### src/rtl/mem_bus_ctrl.sv
// rtl/mem_bus_ctrl.sv - memory bus controller: RAM, LED and switch access for a control FSM
module mem_bus_ctrl #(
    parameter int RAM_LATENCY = 1
) (
    input  logic        clk,
    input  logic        reset,
    input  logic [1:0]  mem_cmd,
    input  logic [8:0]  mem_addr,
    input  logic [15:0] write_data,
    output logic [15:0] read_data,
    output logic        ready,
    output logic        bus_err,
    output logic [7:0]  ram_addr,
    output logic [15:0] ram_din,
    output logic        ram_we,
    input  logic [15:0] ram_dout,
    input  logic [7:0]  sw,
    output logic [7:0]  led
);

    typedef enum logic [1:0] {
        IDLE    = 2'd0,
        RD_WAIT = 2'd1,
        RD_DONE = 2'd2,
        WR_DONE = 2'd3
    } state_t;

    localparam logic [1:0] CMD_WRITE = 2'b01;
    localparam logic [1:0] CMD_READ  = 2'b10;
    localparam logic [1:0] CMD_RSVD  = 2'b11;

    state_t      r_state;
    logic [2:0]  r_cnt;
    logic [15:0] r_read_data;
    logic        r_ready;
    logic        r_bus_err;
    logic [7:0]  r_ram_addr;
    logic [15:0] r_ram_din;
    logic        r_ram_we;
    logic [7:0]  r_led;
    logic [7:0]  r_sw_sync1;
    logic [7:0]  r_sw_sync2;

    logic        w_is_ram;
    logic        w_is_led;
    logic        w_is_sw;

    // Address decode: lower 256 words are RAM, two single-word peripherals above
    assign w_is_ram = (mem_addr[8] == 1'b0);
    assign w_is_led = (mem_addr == 9'h100);
    assign w_is_sw  = (mem_addr == 9'h140);

    // Two-flop synchronizer for the asynchronous switch inputs
    always_ff @(posedge clk) begin
        if (reset) begin
            r_sw_sync1 <= 8'h00;
            r_sw_sync2 <= 8'h00;
        end else begin
            r_sw_sync1 <= sw;
            r_sw_sync2 <= r_sw_sync1;
        end
    end

    // Request FSM; ready and ram_we are single-cycle pulses cleared by default
    always_ff @(posedge clk) begin
        if (reset) begin
            r_state     <= IDLE;
            r_cnt       <= 3'd0;
            r_read_data <= 16'h0000;
            r_ready     <= 1'b0;
            r_bus_err   <= 1'b0;
            r_ram_addr  <= 8'h00;
            r_ram_din   <= 16'h0000;
            r_ram_we    <= 1'b0;
            r_led       <= 8'h00;
        end else begin
            r_ready  <= 1'b0;
            r_ram_we <= 1'b0;
            case (r_state)
                IDLE: begin
                    if (mem_cmd == CMD_WRITE) begin
                        if (w_is_ram) begin
                            r_ram_addr <= mem_addr[7:0];
                            r_ram_din  <= write_data;
                            r_ram_we   <= 1'b1;
                        end else if (w_is_led) begin
                            r_led <= write_data[7:0];
                        end else begin
                            r_bus_err <= 1'b1;
                        end
                        r_ready <= 1'b1;
                        r_state <= WR_DONE;
                    end else if (mem_cmd == CMD_READ) begin
                        if (w_is_ram) begin
                            r_ram_addr <= mem_addr[7:0];
                            r_cnt      <= 3'(RAM_LATENCY);
                            r_state    <= RD_WAIT;
                        end else if (w_is_sw) begin
                            r_read_data <= {8'h00, r_sw_sync2};
                            r_ready     <= 1'b1;
                            r_state     <= RD_DONE;
                        end else begin
                            // Error completions finish through WR_DONE so read_data is untouched
                            r_bus_err <= 1'b1;
                            r_ready   <= 1'b1;
                            r_state   <= WR_DONE;
                        end
                    end else if (mem_cmd == CMD_RSVD) begin
                        r_bus_err <= 1'b1;
                        r_ready   <= 1'b1;
                        r_state   <= WR_DONE;
                    end
                end
                RD_WAIT: begin
                    if (r_cnt == 3'd1) begin
                        r_read_data <= ram_dout;
                        r_ready     <= 1'b1;
                        r_state     <= RD_DONE;
                    end else begin
                        r_cnt <= r_cnt - 3'd1;
                    end
                end
                RD_DONE: r_state <= IDLE;
                WR_DONE: r_state <= IDLE;
                default: r_state <= IDLE;
            endcase
        end
    end

    assign read_data = r_read_data;
    assign ready     = r_ready;
    assign bus_err   = r_bus_err;
    assign ram_addr  = r_ram_addr;
    assign ram_din   = r_ram_din;
    assign ram_we    = r_ram_we;
    assign led       = r_led;

endmodule

### config.mk
export PLATFORM = sky130hd
export DESIGN_NAME = mem_bus_ctrl
export DESIGN_NICKNAME = d
export VERILOG_FILES = /design/src/rtl/mem_bus_ctrl.sv
export SDC_FILE = /design/constraint.sdc
export NUM_CORES = 1
export LEC_CHECK = 0
export ABC_CLOCK_PERIOD_IN_PS = 2000
export CORE_ASPECT_RATIO = 1.4
export CORE_MARGIN = 2
export CORE_UTILIZATION = 44
export DETAILED_ROUTE_END_ITERATION = 10
export GPL_TIMING_DRIVEN = 1
export PLACE_DENSITY_LB_ADDON = 0.25
export SETUP_SLACK_MARGIN = 0.15
export SLEW_MARGIN = 10
export SYNTH_ARGS = -nofsm -noshare
export SYNTH_HDL_FRONTEND = slang
export SYNTH_SLANG_ARGS = --single-unit
export TNS_END_PERCENT = 10
### constraint.sdc
create_clock -name clk -period 2 [get_ports clk]
set_input_delay 0.4 -clock clk [delete_from_list [all_inputs] [get_ports clk]]
set_output_delay 0.4 -clock clk [all_outputs]
set_load 0.05 [all_outputs]
* Word-level counts from Yosys, hierarchy flattened *
Index checks and enable logic that the tools add are counted.

cells by class
  $add $sub $neg = 1
  equality and inequality tests = 21
  muxes and demuxes = 35
  bitwise logic cells = 3
  reductions and logical operators = 13

operators by type and width
  kind                                                              count
  16-bit 2-to-1 mux                                                 5
  16-bit case mux with 2 select lines                               1
  8-bit 2-to-1 mux                                                  3
  2-bit inequality test (second input constant)                     10
  9-bit == test (second input constant)                             2
  1-bit 2-to-1 mux                                                  14
  3-bit 2-to-1 mux                                                  4
  6-bit AND reduction                                               2
  2-bit 2-to-1 mux                                                  5
  2-bit == test (second input constant)                             4
  2-bit case mux with 3 select lines                                1
  3-bit case mux with 2 select lines                                1
  5-bit AND reduction                                               1
  2-bit by 1-bit == test with 1-bit output (second input constant)  2
  4-bit inequality test (second input constant)                     1
  2-bit AND reduction                                               2
  4-bit AND reduction                                               1
  2-bit nonzero test                                                2
  3-bit by 1-bit == test with 1-bit output (second input constant)  1
  3-bit inequality test (second input constant)                     1
  1-bit inverter                                                    3
  3-bit AND reduction                                               1
  3-bit nonzero test                                                1
  3-bit OR reduction                                                1
  other kinds (4)                                                   4

storage, ports and cells
  flip-flop bits (word level) = 72
  input bits = 53
  output and inout port bits = 51
  word-level logic and storage cells = 84

* Longest topological paths before layout *
  word-level depth = 6
  mapped depth = 9

* Least setup slack after synthesis *
OpenSTA, ideal clock, no wires.

  path type = input to register
  start = input mem_cmd[1]
  end = register r_read_data[3], in the netlist read_data[3]
  arrival = 1.644 ns
  path slack = 0.218 ns
  stages = 9
  path buffers = 3
  path through = inv_1 -> ha_1 -> buf_4 -> nor4bb_1 -> a32o_1 -> buf_4 -> and2_1 -> buf_6 -> a211oi_2

between the ends
  cells in the longest elaborated chain, start to end = 3
  elaborated cells on any way between the ends = 5
  classes of those cells = eq/ne: 4; reduce/logical: 1

ends and longest elaborated chain
  item                                                                              line    RTL
  from (decl)                                                                       7       input logic [1:0] mem_cmd,
  2-bit == test / 2-bit by 1-bit == test with 1-bit output (equally long branches)  93, 81
  2-bit inequality test (no line)                                                   --
  6-bit AND reduction (no line) *                                                   --
  to (signal assigned)                                                              99      r_read_data <= {8'h00, r_sw_sync2};
  to (signal assigned)                                                              116     r_read_data <= ram_dout;
  to (decl)                                                                         34      logic [15:0] r_read_data;

Mark *: on every way between the ends. The rest lies on a longest branch, timed or not.
A chain may end at the register's enable or synchronous reset.

* Final worst setup path *
  start = register r_read_data[3], in the netlist read_data[3]
  end = output read_data[3]

RTL lines
  item       line  RTL
  to (decl)  10    output logic [15:0] read_data,

No word-level cell between the ends.

==> reports/results.ini <==
[routing]
drc = 0
via_per_inst = 5.047
dr_total_vias = 2453
wl_per_cell_um = 13.70
finalWirelength_um = 6656
antenna_left = 0
drtIter0Drc = 98
dr.pass1.iters = 4

[floorplanning]
fp.dieH_um = 98.05
core_area_um2 = 6168
pin_count = 104
initial_core_util_pct = 45.07
fp.dieArea_um2 = 6979
fp.dieW_um = 71.18
rows = 34

[placement]
placed_cells = 470
dpl_cell_area_um2 = 4021
post-place-ws_ns = -0.3553
dp_hpwl_um = 4838
place.gp.congestion = 0.8178
port_buffers = 103

[clock_tree]
cts-root-buf = clkbuf_8
clockBufferDepth = 2
cts_buffers = 9
clock_latency_ns = 0.34
clock-sinks = 72
cts_tree = done
clk_pin_slew_ns = 0.08
htreeDepth = 3
cts_hold_buf = 0

[global_routing]
met1_usage_pct = 21.91
top_usage_layer = met2
grt_pass1_vias = 2433
gr-usage-met3_pct = 8.050
grt_max_degree = 33
grt_use_total_pct = 19.49
grt_overflow_total = 0
grt_use_met2_pct = 32.98
antenna_found_initial = 0
grt_pass1_wl_um = 10940

[timing]
finClkSkew_ns = 0.007883
relSlewSlack_pct = 62.16
setup_ws_ns = 0.08104
setup_viol = 0
tightestPinTransition_ns = 0.5533
finalCritPeriodShare_pct = 95.95
hold_viol_final = 0
holdWs_ns = 0.3541
fin_crit_ns = 1.919
rsz0062_at_grt = true
drv_slew = 0
max_freq_mhz = 521.1

[logic_synthesis]
yosysWarningCount = 0
synthCells = 289
syn-num-nets = 348
synth_area_um2 = 2780
synthMuxAreaShare_pct = 6.121
yosysSeqAreaShare_pct = 51.85
avgSynthCellArea_um2 = 9.620
synth_simple_gate_area_share_pct = 18.72
ys_ff_latch = 72
synth_cell_types = 35
synth_top_family_by_area = simple AND/OR/NAND/NOR gates
synthXorXnorAreaFrac_pct = 0
synth-compound-area-share_pct = 16.43
synth-adder-area-share_pct = 2.700

[critical_path]
startpoint = read_data[3]
rr_worst_depth = 6
critPathKind = flop to output pin
r2r-end = read_data[13]
crit_path_max_incr_delay_ns = 0.81
crit_path_cell_trace = clkdlybuf4s50_1
arrival_ns = 1.52
required_ns = 1.60
endpoint_kind = output pin
path_depth = 1
path_delay_family = buffers and inverters
path_buf_inv = 1
cp-start-kind = flop
cp-endpoint = read_data[3]
reg2reg_from = r_cnt[1]
rrSetupSlack_ns = 0.40
critPathSlowestCell = clkdlybuf4s50_1
crit_path_max_fanout = 2

[min_path]
hold_path.class = primary input to flop
whs_path_depth = 2

[final_layout]
layout-area-overhead-vs-synth_pct = 54.05
diodes = 0
fill_cells = 478
final_cell_mix = clkdlybuf4s50_1, dfxtp_1, nand2_1
stdcell_count = 486
nets = 468
drive_above_1_share_pct = 14.73
postLayoutCellArea_um2 = 4283
layout_commonest_cell = clkdlybuf4s50_1
multi_input_area_um2 = 1240
ff_latch_area_um2 = 1441

[pwr]
cell_internal_pwr_mw = 2.575
switching_share_pct = 28.23
seqPwrFrac_pct = 43.5
power_density_nw_per_um2 = 837.8
p_switching_mw = 1.013
p_clk_share_pct = 35.9
ir_drop_mv = 0.6150
leakage_nw = 1.741
p_comb_share_pct = 20.6

[run_status]
status = finished clean

[job]
maxCapViolCount = 0

[through the flow]
stage	utilization (%)	total power, mW	setup TNS, ns
after global routing	69.43	3.733	0
after detailed placement	65.19	2.324	-12.42
after global placement	65.19	2.314	-9.779
final	69.43	3.588	0
after CTS	69.23	3.616	0
after floorplan	-	2.028	0
[worst register-to-register path: stages, from the launching register on]
cell	delay [ns]
dfxtp_1	0.31
inv_1	0.09
ha_1	0.16
nor2b_1	0.24
nand2_1	0.12
nor3_2	0.40
a22o_1	0.22
[synth_stat cells]
cell,number,area share [%]
a211oi_2,8,3.6
mux2i_1,17,6.1
or3_1,1,0.23
nor2_1,13,1.8
nor4_2,1,0.45
a2111oi_0,2,0.63
a21boi_0,1,0.27
a22o_1,8,2.5
nand3_1,2,0.36
o21ai_0,5,0.90
nand3b_1,1,0.27
nand2b_1,1,0.23
nor3_2,2,0.72
clkbuf_1,8,1.1
a21oi_1,35,6.3
nor4bb_1,1,0.36
ha_1,6,2.7
buf_4,2,0.54
a211oi_1,1,0.27
dfxtp_1,72,52
nor3_1,2,0.36
nand4_2,1,0.45
a32o_1,1,0.36
and2_1,3,0.68
a221oi_1,2,0.63
nor4b_4,1,0.85
inv_1,7,0.95
a21oi_2,1,0.32
buf_2,6,1.1
nor3b_2,1,0.45
buf_6,1,0.41
buf_1,1,0.13
nor2b_1,19,4.3
o221ai_1,2,0.63
nand2_1,54,7.3
[power groups by stage]
stage | sequential, mW | clock, mW | combinational, mW
global route | 1.57 | 1.37 | 0.794
finish | 1.56 | 1.29 | 0.739
floorplan | 1.74 | 0 | 0.289
global placement | 1.59 | 0 | 0.723
CTS | 1.56 | 1.31 | 0.742
detailed placement | 1.59 | 0 | 0.732
[metal layers]
| metal | vias up | part of all wire, % |
|---|---|---|
| li1 | 1232 | - |
| met3 | 11 | 8.4 |
| met1 | 1134 | 40 |
| met5 | - | 0 |
| met4 | 0 | 1.5 |
| met2 | 76 | 50 |
[what timing repair did]
| item | in CTS | in global routing |
|---|---|---|
| gates resized for setup | 8 | 5 |
| pin swaps | 2 | 0 |
| hold endpoints to repair | 0 | 0 |
| buffers inserted | 0 | 0 |
| cloned | 0 | 0 |
| setup endpoints to repair | 93 | 51 |
[final cells by class]
cell class	count	area share, %
Multi-Input combinational cell	192	28.95
Clock buffer	10	3.214
Tap cell	72	2.103
Sequential cell	72	33.65
Clock inverter	6	2.162
Inverter	7	0.6135
Timing Repair Buffer	127	29.30
[how the worst min path moves through the flow]
stage,from,to,slack [ns]
6_report,reset,r_state[1],0.35
5_1_grt,reset,r_state[1],0.35
2_1_floorplan,r_sw_sync1[0],r_sw_sync2[0],0.41
3_3_place_gp,r_sw_sync1[5],r_sw_sync2[5],0.42
4_1_cts,reset,r_state[1],0.34
3_5_place_dp,r_sw_sync1[1],r_sw_sync2[1],0.43
[cells by family after synthesis]
kind of cell,count (synthesis)
simple gates,103
buf+inv,25
mux,17
fa+ha+maj,6
flops,72
compound gates,66
[state kept, by name, indices dropped and copies added, names as in the netlist]
| signal | flops |
|---|---|
| ram_din | 16 |
| read_data | 16 |
| led | 8 |
| r_sw_sync1 | 8 |
| r_sw_sync2 | 8 |
| ram_addr | 8 |
| r_cnt | 3 |
| r_state | 2 |
| bus_err | 1 |
| ram_we | 1 |
| ready | 1 |
(Power assumes the default switching activity.)
